===== src/rtl/tlul_mon_pkg.sv =====
// Shared constants for the TL-UL link checker: opcodes, error bit indices and
// small decode helpers.
package tlul_mon_pkg;

   localparam logic [2:0] PUT_FULL        = 3'd0;
   localparam logic [2:0] PUT_PARTIAL     = 3'd1;
   localparam logic [2:0] GET             = 3'd4;
   localparam logic [2:0] ACCESS_ACK      = 3'd0;
   localparam logic [2:0] ACCESS_ACK_DATA = 3'd1;

   localparam int ERR_A_UNSTABLE   = 0;
   localparam int ERR_D_UNSTABLE   = 1;
   localparam int ERR_A_BAD_OPCODE = 2;
   localparam int ERR_A_SRC_BUSY   = 3;
   localparam int ERR_D_NO_REQ     = 4;
   localparam int ERR_D_OPCODE     = 5;
   localparam int ERR_D_SIZE       = 6;
   localparam int ERR_TIMEOUT      = 7;
   localparam int NUM_ERR          = 8;

   function automatic logic a_opcode_legal(input logic [2:0] op);
      return (op == PUT_FULL) || (op == PUT_PARTIAL) || (op == GET);
   endfunction

   // Lowest set index wins when several violations appear together.
   function automatic logic [2:0] first_err(input logic [NUM_ERR-1:0] v);
      logic [2:0] idx;
      idx = 3'd0;
      for (int i = NUM_ERR - 1; i >= 0; i--) begin
         if (v[i]) idx = 3'(i);
      end
      return idx;
   endfunction

endpackage


===== src/rtl/tlul_src_table.sv =====
// Per-source outstanding-request table: busy, expect_data and size per source
// ID, with D retirement applied before A allocation in the same cycle.
module tlul_src_table
   import tlul_mon_pkg::*;
#(
   parameter int SRC_WIDTH  = 2,
   parameter int SIZE_WIDTH = 3
) (
   input  logic                  clk_i,
   input  logic                  rst_ni,
   input  logic                  alloc_i,
   input  logic [SRC_WIDTH-1:0]  alloc_src_i,
   input  logic                  alloc_expect_data_i,
   input  logic [SIZE_WIDTH-1:0] alloc_size_i,
   input  logic                  retire_i,
   input  logic [SRC_WIDTH-1:0]  retire_src_i,
   output logic                  a_busy_o,
   output logic                  d_busy_o,
   output logic                  d_expect_data_o,
   output logic [SIZE_WIDTH-1:0] d_size_o,
   output logic [SRC_WIDTH:0]    outstanding_o
);

   localparam int N = 1 << SRC_WIDTH;

   logic [N-1:0]          busy_q, busy_d;
   logic [N-1:0]          exp_q, exp_d;
   logic [SIZE_WIDTH-1:0] size_q [N];
   logic [SIZE_WIDTH-1:0] size_d [N];

   always_comb begin
      busy_d = busy_q;
      exp_d  = exp_q;
      size_d = size_q;
      if (retire_i) busy_d[retire_src_i] = 1'b0;
      if (alloc_i) begin
         busy_d[alloc_src_i] = 1'b1;
         exp_d[alloc_src_i]  = alloc_expect_data_i;
         size_d[alloc_src_i] = alloc_size_i;
      end
   end

   always_ff @(posedge clk_i or negedge rst_ni) begin
      if (!rst_ni) begin
         busy_q <= '0;
         exp_q  <= '0;
         for (int i = 0; i < N; i++) size_q[i] <= '0;
      end else begin
         busy_q <= busy_d;
         exp_q  <= exp_d;
         size_q <= size_d;
      end
   end

   // A source freed by this cycle's D beat counts as free for the A side.
   assign a_busy_o        = busy_q[alloc_src_i] & ~(retire_i && (retire_src_i == alloc_src_i));
   assign d_busy_o        = busy_q[retire_src_i];
   assign d_expect_data_o = exp_q[retire_src_i];
   assign d_size_o        = size_q[retire_src_i];

   always_comb begin
      outstanding_o = '0;
      for (int i = 0; i < N; i++) outstanding_o = outstanding_o + {{SRC_WIDTH{1'b0}}, busy_q[i]};
   end

endmodule


===== config.mk =====
export PLATFORM = sky130hd
export DESIGN_NAME = tlul_src_table
export DESIGN_NICKNAME = d
export VERILOG_FILES = /design/src/rtl/tlul_mon_pkg.sv /design/src/rtl/tlul_src_table.sv
export SDC_FILE = /design/constraint.sdc
export NUM_CORES = 1
export LEC_CHECK = 0
export BUFFER_PORTS_ARGS = -buffer_cell sky130_fd_sc_hd__buf_2
export CAP_MARGIN = 20
export CORE_ASPECT_RATIO = 0.7
export CORE_MARGIN = 2
export CORE_UTILIZATION = 52
export CTS_CLUSTER_DIAMETER = 30
export DETAILED_ROUTE_END_ITERATION = 8
export GPL_TIMING_DRIVEN = 0
export PLACE_DENSITY = 0.76
export SLEW_MARGIN = 5
export SYNTH_ARGS = -nofsm -noshare
export SYNTH_HDL_FRONTEND = slang
export SYNTH_SLANG_ARGS = --single-unit

===== constraint.sdc =====
create_clock -name clk_i -period 1.5 [get_ports clk_i]
set_input_delay 0 -clock clk_i [delete_from_list [all_inputs] [get_ports clk_i]]
set_output_delay 0 -clock clk_i [all_outputs]
set_load 0.005 [all_outputs]

Word-level counts from Yosys, hierarchy flattened
Cells that the tools add are included.
W data, S select, Z words.
Storage, ports and cells
  bits in read-only memories: 0
  output and inout bits: 9
  memories: 0
  RAM bits: 0
  bits in registers: 20
  bits of input ports: 12
  bits in latches: 0
  word-level logic and storage cells: 47
Operators by class
  multiplexer cells: 19
  $mul: 0
  div/mod/pow operators: 0
  order comparisons: 7
  reduce and logical (&&, ||, !) cells: 4
  bitwise logic cells: 7
  add/subtract/negate cells: 3
  equal/unequal tests: 1
  shift operators: 0
Operators by type and width (number)
  $bwmux W12: 1
  $mux W3: 3
  $mux W4: 2
  $bmux W1 S2: 3
  $bmux W3 S2: 1
  $demux W3 S2: 1
  $ge A3 B3 Y1 const B: 2
  $lt A2 B3 Y1 const B: 2
  $not A2 Y3: 2
  $mux W1: 5
  $and A4 B4 Y4: 1
  $bwmux W4: 1
  $demux W1 S2: 2
  $ge A2 B1 Y1 const B: 2
  $logic_and A1 B1 Y1: 4
  $not A4 Y4: 1
  $or A4 B4 Y4: 1
  $add A2 B1 Y3: 1
  $add A3 B1 Y3: 1
  $lt A3 B1 Y1 const B: 1
  $add A1 B1 Y2: 1
  $eq A2 B2 Y1: 1
  $and A1 B1 Y1: 1
  $not A1 Y1: 1

Longest topological paths before layout
Gate-level depths: netlist (run 1).
  word-level depth: 9
  gate-level depth with buffers: 5
  gate-level depth less buffers: 5

Worst setup path before layout (run 1)
OpenSTA, ideal clock, no wires.
  path type: reg-to-output
  start: register busy_q[0]
  end: output port outstanding_o[1]
  data required time: 1500 ps
  buffers on the path: 0
  slack: 111 ps
  stages on the path, launching flop included: 6
  arrival: 1389 ps
  cell sequence: dfrtp_1 > inv_1 > fa_1 > inv_1 > ha_1 > ha_1
Between the ends
  word-level cells in the longest chain between the ends: 3
RTL lines
  start: declaration: RTL line tlul_src_table.sv:26  | logic [N-1:0] busy_q, busy_d;
  start signal: assignment: RTL line tlul_src_table.sv:49  | busy_q <= busy_d;
  $add A1 B1 Y2: RTL line tlul_src_table.sv:63  | for (int i = 0; i < N; i++) outstanding_o = outstanding_o + {{SRC_WIDTH{1'b0}}, busy_q[i]};
  $add A2 B1 Y3: RTL line tlul_src_table.sv:63
  $add A3 B1 Y3: RTL line tlul_src_table.sv:63
  end: declaration: RTL line tlul_src_table.sv:21  | output logic [SRC_WIDTH:0] outstanding_o
Every way passes these cells.

Worst setup path after layout (run 1)
Ends and elaborated chain as after synthesis.

==> results of run 1 <==
[kinds of logic after synthesis]
| logic type | Yosys count | share of synthesized area [%] |
|---|---|---|
| adders and majority gates | 3 | 4.417 |
| muxes | 22 | 31.29 |
| AOI/OAI and AO/OA | 5 | 3.067 |
| xor gates and xnor gates | 2 | 1.718 |
| and+or+nand+nor | 8 | 6.871 |
| buffers and inverters | 9 | 3.559 |
| DFF | 20 | 49.08 |
[layout by cell type, fill, tap and decap left out, drive strengths merged]
master,n
dlygate4sd3,5
mux4,6
o31a,1
o21bai,1
dfrtp,20
xor2,2
and3,1
ha,2
fa,1
mux2,16
clkbuf,3
buf,24
nor3b,2
o21ai,3
inv,7
bufinv,1
nand3,1
nand3b,2
and3b,2
[through the flow]
step                      utilization (%)  worst slack, ns  cell area [µm²]  hold slack (ns)
after floorplan                         -           0.1113             1020          -0.2956
after global placement              61.34         -0.04070             1137         -0.03550
after detailed placement            61.34         -0.08524             1137         -0.02660
after CTS                           70.04          -0.3693             1299          0.05510
after global routing                70.85          -0.4328             1314          0.07025
final                               70.85          -0.3888             1314          0.07007
[synthesized netlist by cell type, drive strengths merged]
| library cell | instances | area (µm²) |
|---|---|---|
| nand3b | 2 | 15.01 |
| dfrtp | 20 | 500.5 |
| o21ai | 3 | 15.01 |
| and3b | 2 | 17.52 |
| mux4 | 6 | 138.9 |
| ha | 2 | 25.02 |
| and3 | 1 | 6.260 |
| xor2 | 2 | 17.52 |
| o21bai | 1 | 7.510 |
| mux2 | 16 | 180.2 |
| nand3 | 1 | 5.000 |
| inv | 7 | 26.28 |
| nor3b | 2 | 26.28 |
| buf | 2 | 10.01 |
| o31a | 1 | 8.760 |
| fa | 1 | 20.02 |
[where the power goes]
| group | internal, mW | switching (mW) |
|---|---|---|
| Sequential | 0.637 | 0.0570 |
| Combinational | 0.328 | 0.189 |
| Clock | 0.270 | 0.170 |
| Total | 1.24 | 0.416 |
[flip-flops by register name, summed over array words and instances, names as in the netlist]
register and count:
exp_q 4, busy_q 4, size_q 12
[cell type report]
| class | count | area (µm²) |
|---|---|---|
| fill | 137 | 540.5 |
| multi-input combinational | 40 | 504.2 |
| sequential | 20 | 500.5 |
| timing repair buffer | 27 | 192.7 |
| clock inverter | 1 | 30.03 |
| tap | 22 | 27.53 |
| inverter | 7 | 26.28 |
| clock buffer | 3 | 22.52 |
| buffer | 2 | 10.01 |
[worst max-delay path, cell delays in order (launching register included)]
cell,delay [ns]
dfrtp_1,0.41
inv_2,0.07
fa_1,0.56
inv_2,0.05
ha_4,0.16
ha_4,0.23
buf_6,0.11
[how the worst max path moves through the flow]
stage	startpoint	end	slack, ns	depth (start not counted)
3_3_place_gp	busy_q[0]$_DFF_PN0_	outstanding_o[1]	-0.04	6
5_1_grt	busy_q[0]$_DFF_PN0_	outstanding_o[1]	-0.43	6
6_report	busy_q[0]$_DFF_PN0_	outstanding_o[1]	-0.39	6
3_5_place_dp	busy_q[0]$_DFF_PN0_	outstanding_o[1]	-0.09	6
2_1_floorplan	busy_q[0]$_DFF_PN0_	outstanding_o[1]	0.11	5
4_1_cts	busy_q[3]$_DFF_PN0_	outstanding_o[1]	-0.37	6
[metal layers]
layer	share of wire (%)	vias to the layer above	global-route usage [%]
met2	45	27	30.46
met1	47	341	28.17
met5	0	-	0
met3	6.8	2	6.625
li1	-	314	-
met4	0.63	0	6.977
[repair_timing]
action,4_1_cts,5_1_grt
hold buffers,5,0
resized for setup,9,3
pin swaps,1,2
buffers inserted,2,2
endpoints found under the hold margin,36,0
endpoints found under the setup margin,3,4
==> metrics.md, run 1 <==
| Metric | Value |
|---|---|
| Pins over their slew limit | 0 |
| Cells after Synth | 69 |
| Total global routing overflow | 0 |
| Final cell count without fillers | 122 |
| Gp weighted congestion | 0.6930 |
| Number of port buffers | 18 |
| Pwr Total | 1.651 mW |
| Sequential area share after synthesis | 49.08% |
| Post-Route Setup TNS | -1.128 ns |
| Critical path arrival | 1.89 ns |
| Post-Route Skew | 0 ns |
| Final WS setup | -0.3888 ns |
| CTS max path bufs | 2 |
| Power per cell area | 1257 nW/µm² |
| RSZ-0062 raised after global routing | yes |
| Nets | 116 |
| Cells on Worst Hold Path | 3 |
| Reg2reg start | busy_q[0]$_DFF_PN0_ |
| Critical path startpoint category | flop |
| Global-route wire length before repair | 3.270 mm |
| DRT Pass-1 Iters | 4 |
| Worst skew pair latency | 0.30 ns |
| Placed Instances | 109 |
| Post-DP HPWL | 1.431 mm |
| Worst Max-Slew Pin Slew | 0.4502 ns |
| I/O Pins | 21 |
| Hold endpoint | busy_q[3]$_DFF_PN0_ |
| Tmin final | 1.889 ns |
| Setup violators final | 5 |
| Via density | 5.607 |
| Starting density of the core | 54.99% |
| Die width | 56.93 µm |
| Core area | 1854 µm² |
| Synthesized net count | 84 |
| Routed len/inst | 16.89 µm |
| Die height | 41.05 µm |
| Post-synthesis cell type count | 18 |
| Number of routed nets with antenna violations | 0 |
| #FFs+latches synth | 20 |
| Worst reg-to-reg path cell count | 4 |
| CTS tree | yes |
| N_diodes | 0 |
| Avg Cell Area, Syn | 14.78 µm² |
| Class of the worst hold path | input port to flop |
| Initial antenna violation count | 0 |
| Starting DRT DRC Count | 8 |
| CP Capture Type | output port |
| Peak supply drop | 0.8235 mV |
| Total CTS buffers | 3 |
| R2R setup slack | 0.56 ns |
| Die ar. | 2337 µm² |
| Std-Cell Rows | 13 |
| CP Data Required Time | 1.50 ns |
| Clock sinks | 20 |
| Synthesized cell area | 1020 µm² |
| Final Cycle Share | 125.9% |
| Largest net degree at the start of global routing | 21 |
| Vias in the first global route | 660 |
| Max-cap violation count | 0 |
| F_max | 0.5294 GHz |
| Tot GR Track Use | 20.28% |
| Worst reg2reg path endpoint | busy_q[0]$_DFF_PN0_ |
| Clock Pin Slew Worst Setup and Hold Paths | 0.11 ns |
| Worst-path fanout max | 2 |
| Total number of vias | 684 |
| Crit Path Category | flop to output port |
| Area grow syn2layout | 28.83% |
| Status | complete, but fails checks |
| Violated checks | setup timing |
| Slew Limit Headroom | 69.99% |
| Hold Crit Start | retire_i |
| Synth warnings | 0 |
| Final Hold Viols | 0 |
| Layout cell share with drive strength beyond 1 | 57.00% |
| DRC | 0 |
| Static leakage | 0.6000 nW |
| Clock root cell | clkbuf_4 |
| H-Tree Depth | 1 |
| Total wire length | 2.061 mm |
Power figures use the tool's default switching activity.
==> inputs of run 2 (changes only) <==
--- a/config.mk
+++ b/config.mk
@@ -14,6 +14,7 @@
 export DETAILED_ROUTE_END_ITERATION = 8
 export GPL_TIMING_DRIVEN = 0
 export PLACE_DENSITY = 0.76
+export RECOVER_POWER = 100
 export SLEW_MARGIN = 5
 export SYNTH_ARGS = -nofsm -noshare
 export SYNTH_HDL_FRONTEND = slang
==> metrics.md, run 2 (synthesized netlist as in run 1, its figures left out) <==
| Metric | Value |
|---|---|
| Status | complete, but fails checks (unchanged) |
| Violated checks | setup timing (unchanged) |
| Pins over their slew limit | 0 (unchanged) |
| Starting density of the core | 54.99% (unchanged) |
| DRT Pass-1 Iters | 4 (unchanged) |
| N_diodes | 0 (unchanged) |
| Total wire length | 2.049 mm (was 2.061 mm) |
| Die width | 56.93 µm (unchanged) |
| Peak supply drop | 0.8197 mV (was 0.8235 mV) |
| Core area | 1854 µm² (unchanged) |
| Setup violators final | 5 (unchanged) |
| Starting DRT DRC Count | 18 (was 8) |
| Largest net degree at the start of global routing | 21 (unchanged) |
| RSZ-0062 raised after global routing | yes (unchanged) |
| Worst reg-to-reg path cell count | 4 (unchanged) |
| Initial antenna violation count | 0 (unchanged) |
| Critical path arrival | 1.88 ns (was 1.89 ns) |
| Placed Instances | 109 (unchanged) |
| Worst skew pair latency | 0.30 ns (about the same) |
| Tot GR Track Use | 20.28% (unchanged) |
| Vias in the first global route | 660 (unchanged) |
| Nets | 116 (unchanged) |
| Routed len/inst | 16.80 µm (was 16.89 µm) |
| Reg2reg start | busy_q[0]$_DFF_PN0_ (unchanged) |
| Total CTS buffers | 3 (unchanged) |
| Total global routing overflow | 0 (unchanged) |
| Placed Area | 1137 µm² (unchanged) |
| CP Capture Type | output port (unchanged) |
| Class of the worst hold path | input port to flop (unchanged) |
| Std-Cell Rows | 13 (unchanged) |
| Number of routed nets with antenna violations | 0 (unchanged) |
| Slowest library cell on the worst path | fa_1 (unchanged) |
| F_max | 0.5310 GHz (was 0.5294 GHz) |
| Clock sinks | 20 (unchanged) |
| Final Hold Viols | 0 (unchanged) |
| Gp weighted congestion | 0.6930 (unchanged) |
| Die height | 41.05 µm (unchanged) |
| Crit Path Category | flop to output port (unchanged) |
| Number of port buffers | 18 (unchanged) |
| Top Usage Layer GRT | met2 (unchanged) |
| Commonest non-fill, non-tap cell in the layout | dfrtp_1 (unchanged) |
| Clock Pin Slew Worst Setup and Hold Paths | 0.11 ns (about the same) |
| Max reg flops | 12 (unchanged) |
| Routing usage on met1 | 28.17% (unchanged) |
| CTS tree | yes (unchanged) |
| Area grow syn2layout | 28.71% (was 28.83%) |
| Tmin final | 1.883 ns (was 1.889 ns) |
| Total number of vias | 689 (was 684) |
| Pre-CTS setup slack | -0.08524 ns (unchanged) |
| I/O Pins | 21 (unchanged) |
| H-Tree Depth | 1 (unchanged) |
| Worst reg2reg path endpoint | busy_q[0]$_DFF_PN0_ (unchanged) |
| CP Data Required Time | 1.50 ns (about the same) |
| CTS max path bufs | 2 (unchanged) |
| Final instance area | 1313 µm² (was 1314 µm²) |
| Worst Max-Slew Pin Slew | 1.056 ns (was 0.4502 ns) |
| Final cell count without fillers | 122 (unchanged) |
| Clock root cell | clkbuf_4 (unchanged) |
| Post-Route Skew | 0 ns (unchanged) |
| Max-cap violation count | 0 (unchanged) |
| Most frequent cells in the layout | dfrtp_1, buf_2, mux2_2 (unchanged) |
| Global-route wire length before repair | 3.270 mm (unchanged) |
| Final WS setup | -0.3833 ns (was -0.3888 ns) |
| Die ar. | 2337 µm² (unchanged) |
| Post-Route Setup TNS | -1.101 ns (was -1.128 ns) |
| Power per cell area | 1256 nW/µm² (was 1257 nW/µm²) |
| Slew Limit Headroom | 29.60% (was 69.99%) |
| Hold endpoint | busy_q[3]$_DFF_PN0_ (unchanged) |
| Cells along the critical path | inv_2, fa_1, inv_2, ha_4, ha_4, buf_6 (unchanged) |
| Grt met2 use | 30.46% (unchanged) |
| Layout cell share with drive strength beyond 1 | 55.00% (was 57.00%) |
| Cells on Worst Hold Path | 3 (unchanged) |
| Largest register by flop count | size_q (unchanged) |
| M3 GR Usage | 6.625% (unchanged) |
| Critical path startpoint category | flop (unchanged) |
| Largest registers | size_q (12), busy_q (4), exp_q (4) (unchanged) |
| DRC | 0 (unchanged) |
| Final Cycle Share | 125.6% (was 125.9%) |
| Via density | 5.648 (was 5.607) |
| Hold Crit Start | retire_i (unchanged) |
| Crit path largest cell delay | 0.57 ns (was 0.56 ns) |
| Post-DP HPWL | 1.431 mm (unchanged) |
| R2R setup slack | 0.57 ns (was 0.56 ns) |
| Pwr Total | 1.649 mW (was 1.651 mW) |
| Static leakage | 0.5985 nW (was 0.6000 nW) |
| Worst-path fanout max | 2 (unchanged) |
run 2: changes by cell type in the layout (fill, tap and decap cells not counted):
| cell | previous run | this run |
|---|---|---|
| inv_2 | 4 | 3 |
| inv_1 | 3 | 4 |
| buf_2 | 17 | 16 |
| clkbuf_1 | 0 | 1 |
run 2: worst max-delay path: cells and delay by family (launching register included):
kind,cells,cell delay (ns)
adder cells (fa/ha/maj),3,0.96
flip-flops,1,0.40
buffers and inverters,3,0.23
run 2: where the power goes:
| group | total (mW) | leakage (nW) | switching, mW | internal, mW |
|---|---|---|---|---|
| clock | 0.439 | 0.0279 | 0.169 | 0.270 |
| combinational | 0.518 | 0.336 | 0.189 | 0.328 |
| sequential | 0.692 | 0.235 | 0.0553 | 0.637 |
| total | 1.65 | 0.598 | 0.414 | 1.24 |
run 2: area by class of cell:
cell class                 instances  area [µm²]
fill                             138       541.8
multi-input combinational         40       504.2
sequential                        20       500.5
timing repair buffer              27       191.4
clock inverter                     1       30.03
tap                               22       27.53
inverter                           7       26.28
clock buffer                       3       22.52
buffer                             2       10.01
run 2: worst max-delay path by stage:
stage                   startpoint          endpoint  slack [ns]  cells after the start
2_1_floorplan  busy_q[0]$_DFF_PN0_  outstanding_o[1]        0.11                      5
3_3_place_gp   busy_q[0]$_DFF_PN0_  outstanding_o[1]       -0.04                      6
3_5_place_dp   busy_q[0]$_DFF_PN0_  outstanding_o[1]       -0.09                      6
4_1_cts        busy_q[3]$_DFF_PN0_  outstanding_o[1]       -0.37                      6
5_1_grt        busy_q[0]$_DFF_PN0_  outstanding_o[1]       -0.43                      6
6_report       busy_q[0]$_DFF_PN0_  outstanding_o[1]       -0.38                      6
run 2: metrics by stage:
step	utilization, %	hold WS, ns
after floorplan	-	-0.2956
after global placement	61.34	-0.03550
after detailed placement	61.34	-0.02660
after CTS	70.04	0.05510
after global routing	70.78	0.07025
final	70.78	0.06733
run 2: per-layer routing:
layer	wire length (µm)	part of all wire, %
met1	965	47
met2	924	45
met3	145	7.1
met4	13	0.63
met5	0	0
run 2: timing repair:
item,4_1_cts,5_1_grt
setup endpoints to repair,3,4
setup buffers,2,2
resized for setup,9,3
gates cloned,0,0
hold buffers,5,0
pin swaps,1,2
hold endpoints to repair,36,0
==> inputs of run 3 (changes only) <==
--- a/config.mk
+++ b/config.mk
@@ -7,7 +7,6 @@
 export LEC_CHECK = 0
 export BUFFER_PORTS_ARGS = -buffer_cell sky130_fd_sc_hd__buf_2
 export CAP_MARGIN = 20
-export CORE_ASPECT_RATIO = 0.7
 export CORE_MARGIN = 2
 export CORE_UTILIZATION = 52
 export CTS_CLUSTER_DIAMETER = 30
@@ -15,6 +14,7 @@
 export GPL_TIMING_DRIVEN = 0
 export PLACE_DENSITY = 0.76
 export RECOVER_POWER = 100
+export SETUP_SLACK_MARGIN = 0.02
 export SLEW_MARGIN = 5
 export SYNTH_ARGS = -nofsm -noshare
 export SYNTH_HDL_FRONTEND = slang
==> metrics.md, run 3 (synthesized netlist as in run 1, its figures left out) <==
| Metric | Value |
|---|---|
| CTS tree | yes (unchanged) |
| CTS max path bufs | 2 (unchanged) |
| Std-Cell Rows | 16 (was 13) |
| N_diodes | 0 (unchanged) |
| Tot GR Track Use | 18.41% (was 20.28%) |
| Starting density of the core | 53.62% (was 54.99%) |
| Layout cell share with drive strength beyond 1 | 55.45% (was 55.00%) |
| Clock root cell | clkbuf_4 (unchanged) |
| Cells on Worst Hold Path | 3 (unchanged) |
| Final cell count without fillers | 128 (was 122) |
| Final Cycle Share | 120.2% (was 125.6%) |
| Routed len/inst | 15.20 µm (was 16.80 µm) |
| Area grow syn2layout | 30.06% (was 28.71%) |
| Die ar. | 2331 µm² (was 2337 µm²) |
| Gp weighted congestion | 0.7783 (was 0.6930) |
| Nets | 117 (was 116) |
| Critical path arrival | 1.80 ns (was 1.88 ns) |
| Max-cap violation count | 0 (unchanged) |
| Clock Pin Slew Worst Setup and Hold Paths | 0.11 ns (about the same) |
| F_max | 0.5544 GHz (was 0.5310 GHz) |
| Total number of vias | 688 (was 689) |
| Starting DRT DRC Count | 5 (was 18) |
| P_int | 1.241 mW (was 1.235 mW) |
| Reg power frac | 41.9% (was 42.0%) |
| Final instance area | 1326 µm² (was 1313 µm²) |
| Number of routed nets with antenna violations | 0 (unchanged) |
| Crit path max-delay family | adder cells (unchanged) |
| Fill cells | 143 (was 138) |
| Die width | 48.29 µm (was 56.93 µm) |
| I/O Pins | 21 (unchanged) |
| Post-DP HPWL | 1.285 mm (was 1.431 mm) |
| DRC | 0 (unchanged) |
| Crit path buf inv count | 3 (unchanged) |
| Slew Limit Headroom | 28.28% (was 29.60%) |
| Final WS setup | -0.3037 ns (was -0.3833 ns) |
| Number of port buffers | 18 (unchanged) |
| Initial antenna violation count | 0 (unchanged) |
| Global-route wire length before repair | 2.794 mm (was 3.270 mm) |
| Status | complete, but fails checks (unchanged) |
| DRT Pass-1 Iters | 4 (unchanged) |
| Largest registers | size_q (12), busy_q (4), exp_q (4) (unchanged) |
| Total wire length | 1.946 mm (was 2.049 mm) |
| Crit Path Category | flop to output port (unchanged) |
| Total global routing overflow | 0 (unchanged) |
| Critical path startpoint category | flop (unchanged) |
| Final Util | 69.74% (was 70.78%) |
| CP Data Required Time | 1.50 ns (about the same) |
| Worst Max-Slew Pin Slew | 1.076 ns (was 1.056 ns) |
| Reg2reg start | busy_q[0]$_DFF_PN0_ (unchanged) |
| Most frequent cells in the layout | dfrtp_1, buf_2, mux2_2 (unchanged) |
| Max reg flops | 12 (unchanged) |
| Setup violators final | 4 (was 5) |
| H-Tree Depth | 1 (unchanged) |
| Post-Route Skew | 0 ns (unchanged) |
| Net Sw Power | 0.4105 mW (was 0.4136 mW) |
| Tmin final | 1.804 ns (was 1.883 ns) |
| R2R setup slack | 0.63 ns (was 0.57 ns) |
| Slowest library cell on the worst path | fa_1 (unchanged) |
| Switching share of power | 24.86% (was 25.08%) |
| Via density | 5.375 (was 5.648) |
| Total CTS buffers | 3 (unchanged) |
| Setup crit start | busy_q[0]$_DFF_PN0_ (unchanged) |
| Pins over their slew limit | 0 (unchanged) |
| Placed Area | 1144 µm² (was 1137 µm²) |
| Comb pwr share | 31.6% (was 31.4%) |
| Static leakage | 0.6032 nW (was 0.5985 nW) |
| Clock power frac | 26.5% (was 26.6%) |
| Largest net degree at the start of global routing | 21 (unchanged) |
| Clock sinks | 20 (unchanged) |
| Pwr Total | 1.651 mW (was 1.649 mW) |
| Final Hold Viols | 0 (unchanged) |
| Die height | 48.29 µm (was 41.05 µm) |
| Worst skew pair latency | 0.29 ns (was 0.30 ns) |
| Class of the worst hold path | input port to flop (unchanged) |
| Power per cell area | 1245 nW/µm² (was 1256 nW/µm²) |
| CP Capture Type | output port (unchanged) |
| Worst reg-to-reg path cell count | 4 (unchanged) |
| Peak supply drop | 0.8507 mV (was 0.8197 mV) |
| WHS | 0.07344 ns (was 0.06733 ns) |
| Crit path depth | 6 (unchanged) |
| Vias in the first global route | 605 (was 660) |
| Largest register by flop count | size_q (unchanged) |
| Cells along the critical path | inv_2, fa_1, inv_2, ha_4, ha_4, buf_6 (unchanged) |
| Worst reg2reg path endpoint | busy_q[0]$_DFF_PN0_ (unchanged) |
| Critical Path End | outstanding_o[1] (unchanged) |
| RSZ-0062 raised after global routing | yes (unchanged) |
| Crit path largest cell delay | 0.55 ns (was 0.57 ns) |
| Core area | 1902 µm² (was 1854 µm²) |
| Placed Instances | 114 (was 109) |
| Commonest non-fill, non-tap cell in the layout | dfrtp_1 (unchanged) |
| Worst-path fanout max | 2 (unchanged) |
| Violated checks | setup timing (unchanged) |
[run 3: power by group through the flow]
stage	clock network, mW	registers, mW	logic [mW]
2_1_floorplan	0	0.680	0.241
3_3_place_gp	0	0.694	0.352
6_report	0.438	0.691	0.522
4_1_cts	0.445	0.689	0.512
5_1_grt	0.471	0.702	0.574
3_5_place_dp	0	0.698	0.367
[run 3: worst min-delay path by stage]
stage	from	endpoint	slack, ns
final	retire_i	busy_q[2]$_DFF_PN0_	0.07
after floorplan	rst_ni	busy_q[0]$_DFF_PN0_	-0.30
after CTS	retire_i	busy_q[3]$_DFF_PN0_	0.06
after global routing	retire_i	busy_q[2]$_DFF_PN0_	0.07
after global placement	rst_ni	busy_q[3]$_DFF_PN0_	-0.03
after detailed placement	rst_ni	busy_q[3]$_DFF_PN0_	-0.03
[run 3: per-stage QoR]
| stage | setup slack, ns | TNS [ns] |
|---|---|---|
| 2_1_floorplan | 0.1113 | 0 |
| 3_3_place_gp | -0.02899 | -0.02899 |
| 3_5_place_dp | -0.04701 | -0.04701 |
| 4_1_cts | -0.3176 | -0.7476 |
| 5_1_grt | -0.3582 | -0.9094 |
| 6_report | -0.3037 | -0.6846 |
[run 3: repair_timing]
item,in CTS,in global routing
pin swaps,2,1
setup endpoints to repair,3,5
endpoints found under the hold margin,36,0
buffers inserted,4,1
hold buffers,5,0
resized for setup,10,2
[run 3: area by class of cell]
type	count	area (µm²)	share of cell area (%)
clock buffer	3	22.52	1.698
sequential	20	500.5	37.74
clock inverter	1	30.03	2.264
buffer	2	10.01	0.7547
tap	27	33.78	2.547
timing repair buffer	28	198.9	15.00
inverter	7	26.28	1.981
multi-input combinational	40	504.2	38.02
[run 3: worst reg2reg max path, stage by stage (launching register included)]
cell      delay [ns]
dfrtp_1         0.37
inv_2           0.06
buf_4           0.12
buf_4           0.12
o21bai_1        0.13
[run 3: layer usage]
metal / part of all wire [%] / routed length [µm] / up-vias / GRT usage [%]
met5: 0 / 0 / - / 0
met4: 3.1 / 61 / 0 / 10.27
met3: 3.4 / 67 / 8 / 3.333
met2: 47 / 916 / 19 / 27.63
met1: 46 / 900 / 341 / 25.24
li1: - / - / 320 / -
